[src/rtl/mdu_divider_pkg.sv]
// Shared types and constants for the iterative RV32M divide/remainder unit.
package mdu_divider_pkg;

    localparam int XLEN_DEFAULT = 32;
    localparam int DIV_ITER     = XLEN_DEFAULT;

    typedef enum logic [1:0] {
        MD_DIV  = 2'd0,
        MD_DIVU = 2'd1,
        MD_REM  = 2'd2,
        MD_REMU = 2'd3
    } md_op_t;

    typedef enum logic [1:0] {
        IDLE = 2'd0,
        BUSY = 2'd1,
        DONE = 2'd2
    } div_state_t;

    function automatic logic is_signed_op(input md_op_t o);
        return (o == MD_DIV) || (o == MD_REM);
    endfunction

endpackage

[src/rtl/mdu_divider.sv]
// Restoring divider, one quotient bit per cycle, with divide-by-zero and signed
// overflow resolved at accept time and the sign fix applied on the output side.
module mdu_divider
    import mdu_divider_pkg::*;
#(
    parameter int XLEN = XLEN_DEFAULT
) (
    input  logic            clk,
    input  logic            reset,
    input  logic            flush,
    input  logic            in_valid,
    output logic            in_ready,
    input  logic [1:0]      op,
    input  logic [XLEN-1:0] dividend,
    input  logic [XLEN-1:0] divisor,
    output logic            out_valid,
    input  logic            out_ready,
    output logic [XLEN-1:0] result,
    output logic            busy,
    output logic [1:0]      dbg_state
);

    // Handshakes: a transfer happens on a rising edge where valid & ready are both
    // high; flush suppresses the request-side transfer in the same cycle.

    localparam int CW = $clog2(XLEN) + 1;
    localparam logic [CW-1:0] LAST_STEP = CW'(XLEN - 1);
    localparam logic [XLEN-1:0] INT_MIN = {1'b1, {(XLEN-1){1'b0}}};

    div_state_t      state;
    logic [CW-1:0]   count;
    logic [XLEN-1:0] quo;
    logic [XLEN-1:0] rem;
    logic [XLEN-1:0] dvsr;
    md_op_t          op_q;
    logic            neg_q;
    logic            neg_r;

    logic            accept;
    logic            signed_in;
    logic [XLEN-1:0] a_abs;
    logic [XLEN-1:0] b_abs;
    logic            div_zero;
    logic            ovf;
    logic [XLEN:0]   shifted;
    logic [XLEN:0]   diff;
    logic            ge;
    logic [XLEN-1:0] rem_step;
    logic [XLEN-1:0] quo_step;
    logic [XLEN-1:0] q_fix;
    logic [XLEN-1:0] r_fix;

    assign in_ready  = (state == IDLE) || ((state == DONE) && out_ready);
    assign accept    = in_valid && in_ready && !flush;
    assign out_valid = (state == DONE);
    assign busy      = (state != IDLE);
    assign dbg_state = state;

    always_comb begin
        signed_in = is_signed_op(md_op_t'(op));
        a_abs     = (signed_in && dividend[XLEN-1]) ? -dividend : dividend;
        b_abs     = (signed_in && divisor[XLEN-1])  ? -divisor  : divisor;
        div_zero  = (divisor == '0);
        ovf       = signed_in && (dividend == INT_MIN) && (divisor == '1);
    end

    // The partial remainder is shifted into XLEN+1 bits so divisors with the top
    // bit set still compare correctly.
    always_comb begin
        shifted  = {rem, quo[XLEN-1]};
        diff     = shifted - {1'b0, dvsr};
        ge       = !diff[XLEN];
        rem_step = ge ? diff[XLEN-1:0] : shifted[XLEN-1:0];
        quo_step = {quo[XLEN-2:0], ge};
    end

    always_comb begin
        q_fix  = neg_q ? -quo : quo;
        r_fix  = neg_r ? -rem : rem;
        result = '0;
        if (out_valid) result = op_q[1] ? r_fix : q_fix;
    end

    always_ff @(posedge clk or posedge reset) begin
        if (reset) begin
            state <= IDLE;
            count <= '0;
            quo   <= '0;
            rem   <= '0;
            dvsr  <= '0;
            op_q  <= MD_DIV;
            neg_q <= 1'b0;
            neg_r <= 1'b0;
        end else if (flush) begin
            state <= IDLE;
            count <= '0;
        end else if (accept) begin
            op_q  <= md_op_t'(op);
            count <= '0;
            dvsr  <= b_abs;
            if (div_zero) begin
                quo   <= '1;
                rem   <= dividend;
                neg_q <= 1'b0;
                neg_r <= 1'b0;
                state <= DONE;
            end else if (ovf) begin
                quo   <= INT_MIN;
                rem   <= '0;
                neg_q <= 1'b0;
                neg_r <= 1'b0;
                state <= DONE;
            end else begin
                quo   <= a_abs;
                rem   <= '0;
                neg_q <= signed_in && (dividend[XLEN-1] ^ divisor[XLEN-1]);
                neg_r <= signed_in && dividend[XLEN-1];
                state <= BUSY;
            end
        end else begin
            case (state)
                BUSY: begin
                    quo   <= quo_step;
                    rem   <= rem_step;
                    count <= count + CW'(1);
                    if (count == LAST_STEP) state <= DONE;
                end
                DONE: begin
                    if (out_ready) state <= IDLE;
                end
                default: state <= IDLE;
            endcase
        end
    end

endmodule
[config.mk]
export PLATFORM = sky130hd
export DESIGN_NAME = mdu_divider
export DESIGN_NICKNAME = d
export VERILOG_FILES = /design/src/rtl/mdu_divider_pkg.sv /design/src/rtl/mdu_divider.sv
export SDC_FILE = /design/constraint.sdc
export NUM_CORES = 1
export LEC_CHECK = 0
export ABC_AREA = 1
export CAP_MARGIN = 15
export CELL_PAD_IN_SITES_DETAIL_PLACEMENT = 1
export CELL_PAD_IN_SITES_GLOBAL_PLACEMENT = 1
export CORE_MARGIN = 1.5
export CORE_UTILIZATION = 34
export CTS_CLUSTER_DIAMETER = 40
export CTS_CLUSTER_SIZE = 16
export DETAILED_ROUTE_END_ITERATION = 12
export PLACE_DENSITY_LB_ADDON = 0.1
export SETUP_SLACK_MARGIN = 0.1
export SKIP_CTS_REPAIR_TIMING = 1
export SLEW_MARGIN = 20
export SYNTH_ARGS = -nofsm -noshare
export SYNTH_HDL_FRONTEND = slang
export SYNTH_SLANG_ARGS = --single-unit
[constraint.sdc]
create_clock -name clk -period 5 [get_ports clk]
set_clock_uncertainty 0.05 [all_clocks]
set_input_delay 0.5 -clock clk [delete_from_list [all_inputs] [get_ports clk]]
set_output_delay 0.5 -clock clk [all_outputs]
set_load 0.02 [all_outputs]
==> flow_summary.yaml <==
timing:
  rsz0062_at_grt: "false"
  fin_crit_ps: 4150
  tightest_slew_ps: 865
  hold_ws_ps: 425
  timing.final.hold_violations: 0
  maxSlewViolCount: 0
  period_share_pct: 83.1
  timing.fmax_mhz: 241
  maxSlewHeadroom_pct: 42.3
  tns_ps: 0
  setup_viol: 0
die:
  core_region_area_sq_um: 33700
  die_h_um: 188
  placementRows: 67
  die_area_sq_um: 35500
  io_pins: 108
  start_util_pct: 34.7
  die_w_um: 188
logic_synthesis:
  yosysWarnings: 0
  synth_edf_count: 0
  synthFlopType: "dfrtp_1"
  async_reset_ff_share_pct: 100
  yosysSeqAreaShare_pct: 22.9
  avgSynthCellArea_sq_um: 5.71
  synth_area_sq_um: 11700
  synth_nets: 2158
  syn_inst: 2048
  ys_types: 46
  synth-seq-cells: 107
place:
  port-buffer-count: 107
  routabilityCongestion: 0.926
  hpwlAfterDp_um: 40400
power_and_ir_drop:
  p_leak_nw: 6.76
  powerDensity_nw_per_um2: 558
  ir_drop_uv: 322
global_route:
  antenna_found_initial: 1
  grt_pass1_vias: 13800
  grt_pass1_wl_um: 77700
  grt_max_degree: 62
  track_usage_pct: 28.3
  grt-ovfl-total: 0
setup_path:
  worst-path-max-fanout: 5
  reg2reg_from: "quo[31]$_DFFE_PP0P_"
  r2r_setup_slack_ps: 1590
  r2r_cells: 18
  critPathLaunchType: "flop"
  arrival_ps: 3600
  crit_required_ps: 4450
  crit_path_end_kind: "output port"
  rr_endpoint: "rem[25]$_DFFE_PP0P_"
  crit_type: "reg2out"
cts:
  cts_tree: "yes"
  htreeDepth: 3
  cts-root-buf: "clkbuf_16"
  cts_sinks: 107
  clk_pin_slew_ps: 80
  clk_path_buf_depth: 2
  cts_buffers: 9
  clkLatencyLatePin_ps: 390
drt:
  dr_wl_met3_um: 2280
  drt_iter0_markers: 908
  wirelength_met1_um: 22900
  dr.max_layer_used: "met4"
  drcViolationCount: 0
  dr.pass1.iters: 5
  wirelength_um: 49700
  wl_per_cell_um: 19.3
  dr_wl_met2_um: 22900
  detail-route-antenna-nets: 0
  dr_total_vias: 13700
  avgViaCountPerCell: 5.33
cells_and_area:
  diodes: 0
  syn_to_final_growth_pct: 15.0
  seq_area_sq_um: 2680
  multi_input_area_sq_um: 7590
  drive_gt1_share_pct: 3.44
  final_nets: 2229
  nFillCells: 4671
hold_path:
  hp-class: "in2async"
status:
  outcome: "finished clean"
run:
  maxCapViolCount: 0
[cells in the mapped netlist, types with 2 or more instances]
| cell | n | share of area, % |
|---|---|---|
| buf_1 | 4 | 0.13 |
| a31oi_1 | 6 | 0.32 |
| o21bai_1 | 7 | 0.45 |
| nand3_1 | 187 | 8.0 |
| nand2_2 | 15 | 0.80 |
| buf_4 | 2 | 0.13 |
| nor2_2 | 6 | 0.32 |
| nand3b_1 | 2 | 0.13 |
| inv_1 | 308 | 9.9 |
| nand2_1 | 589 | 19 |
| o21ai_1 | 7 | 0.30 |
| a311oi_1 | 7 | 0.52 |
| ha_1 | 38 | 4.1 |
| and2_1 | 5 | 0.27 |
| or2_2 | 5 | 0.27 |
| inv_2 | 4 | 0.13 |
| clkbuf_1 | 46 | 1.5 |
| nand2_4 | 2 | 0.19 |
| nand4_1 | 37 | 2.0 |
| nor3_1 | 51 | 2.2 |
| buf_2 | 7 | 0.30 |
| a21oi_1 | 144 | 6.2 |
| nor4_1 | 9 | 0.48 |
| o211ai_1 | 7 | 0.45 |
| a21oi_2 | 2 | 0.15 |
| nor2_1 | 233 | 7.5 |
| xor2_1 | 45 | 3.4 |
| xnor2_1 | 8 | 0.60 |
| o31ai_1 | 2 | 0.13 |
| o21ai_0 | 125 | 5.3 |
| a21o_1 | 2 | 0.13 |
| nand3_2 | 2 | 0.17 |
| o22ai_1 | 15 | 0.80 |
| dfrtp_1 | 107 | 23 |
[stage by stage]
stage | setup WS, ps | instance area, sq um | std cells | total power, mW | utilization [%]
2_1_floorplan | 1630 | 11700 | 2048 | 5.12 | -
3_3_place_gp | 1310 | 13200 | 2556 | 6.62 | 39.1
3_5_place_dp | 1260 | 13200 | 2556 | 6.76 | 39.1
4_1_cts | 831 | 13500 | 2571 | 7.53 | 39.9
5_1_grt | 606 | 13500 | 2571 | 8.27 | 39.9
6_report | 846 | 13500 | 2571 | 7.51 | 39.9
[worst max path at each step]
stage | startpoint | end | slack (ps) | cells after the start
CTS | rem[0]$_DFFE_PP0P_ | result[28] | 830 | 13
detailed placement | rem[0]$_DFFE_PP0P_ | result[28] | 1260 | 13
global placement | dividend[0] | dbg_state[1]$_DFFE_PP0P_ | 1310 | 11
finish | rem[0]$_DFFE_PP0P_ | result[28] | 850 | 13
floorplan | reset | count[0]$_DFFE_PP0P_ | 1630 | 1
global route | rem[0]$_DFFE_PP0P_ | result[28] | 610 | 13
[flip-flops by register name, summed over array words and instances (netlist names)]
| signal | count |
|---|---|
| dbg_state | 2 |
| dvsr | 32 |
| op_q | 1 |
| neg_r | 1 |
| neg_q | 1 |
| count | 6 |
| quo | 32 |
| rem | 32 |
[placed cells by master (no fill, tap or decap), types with 2 or more instances in the layout]
| cell | netlist | layout |
|---|---|---|
| inv_6 | 0 | 3 |
| xor2_1 | 45 | 45 |
| o21ai_1 | 7 | 7 |
| nor4_1 | 9 | 9 |
| nand3b_1 | 2 | 2 |
| a21oi_2 | 2 | 2 |
| and2_1 | 5 | 5 |
| o22ai_1 | 15 | 15 |
| dfrtp_1 | 107 | 107 |
| nand2_2 | 15 | 16 |
| ha_1 | 38 | 38 |
| nand2_1 | 589 | 588 |
| or2_2 | 5 | 5 |
| nor2_4 | 1 | 2 |
| clkdlybuf4s50_1 | 0 | 107 |
| nor2_2 | 6 | 6 |
| a311oi_1 | 7 | 7 |
| o21bai_1 | 7 | 7 |
| nor2_1 | 233 | 232 |
| clkbuf_16 | 0 | 9 |
| inv_2 | 4 | 5 |
| clkinv_4 | 0 | 2 |
| xnor2_1 | 8 | 8 |
| buf_4 | 2 | 14 |
| nor3_1 | 51 | 51 |
| o21ai_0 | 125 | 125 |
| inv_1 | 308 | 306 |
| o211ai_1 | 7 | 7 |
| o31ai_1 | 2 | 2 |
| nand3_2 | 2 | 2 |
| a31oi_1 | 6 | 6 |
| nand4_1 | 37 | 37 |
| nand3_1 | 187 | 187 |
| nand2_4 | 2 | 2 |
| a21o_1 | 2 | 2 |
| a21oi_1 | 144 | 144 |
[cells by family after synthesis]
kind of cell	Yosys count	share of synthesized area (%)
adders and majority gates	39	4.24
and+or+nand+nor	1148	41.6
xor gates and xnor gates	53	3.97
buffers and inverters	374	12.3
AOI/OAI and AO/OA	327	15.0
DFF	107	22.9
[critical path, cell delays in order (launching register included)]
cell and delay (ps):
dfrtp_1 410, inv_1 200, ha_1 260, nand3_1 150
nor2_1 270, nand3_1 160, inv_1 150, nand3_1 100
o21ai_0 560, nand3_1 130, nand2_1 90, nor2_1 50
nor2_1 90, clkdlybuf4s50_1 600
[power breakdown]
group	leakage, nW	switching (mW)	internal (mW)
clock network	0.137	0.386	0.343
registers	1.32	0.478	1.17
logic	5.31	3.46	1.68
total	6.76	4.32	3.19
[layout make-up]
type | instances | area share (%)
multi-input combinational | 1567 | 56.4
sequential | 107 | 19.9
inverter | 313 | 8.75
timing repair buffer | 121 | 8.74
tap | 448 | 4.17
clock buffer | 9 | 1.67
clock inverter | 6 | 0.363
[layer usage]
layer	GRT usage, %	vias up
li1	-	6719
met1	37.2	6593
met2	46.9	321
met3	4.02	72
met4	10.5	0
met5	0	-
Note: power is estimated with default switching activity, not from simulation.
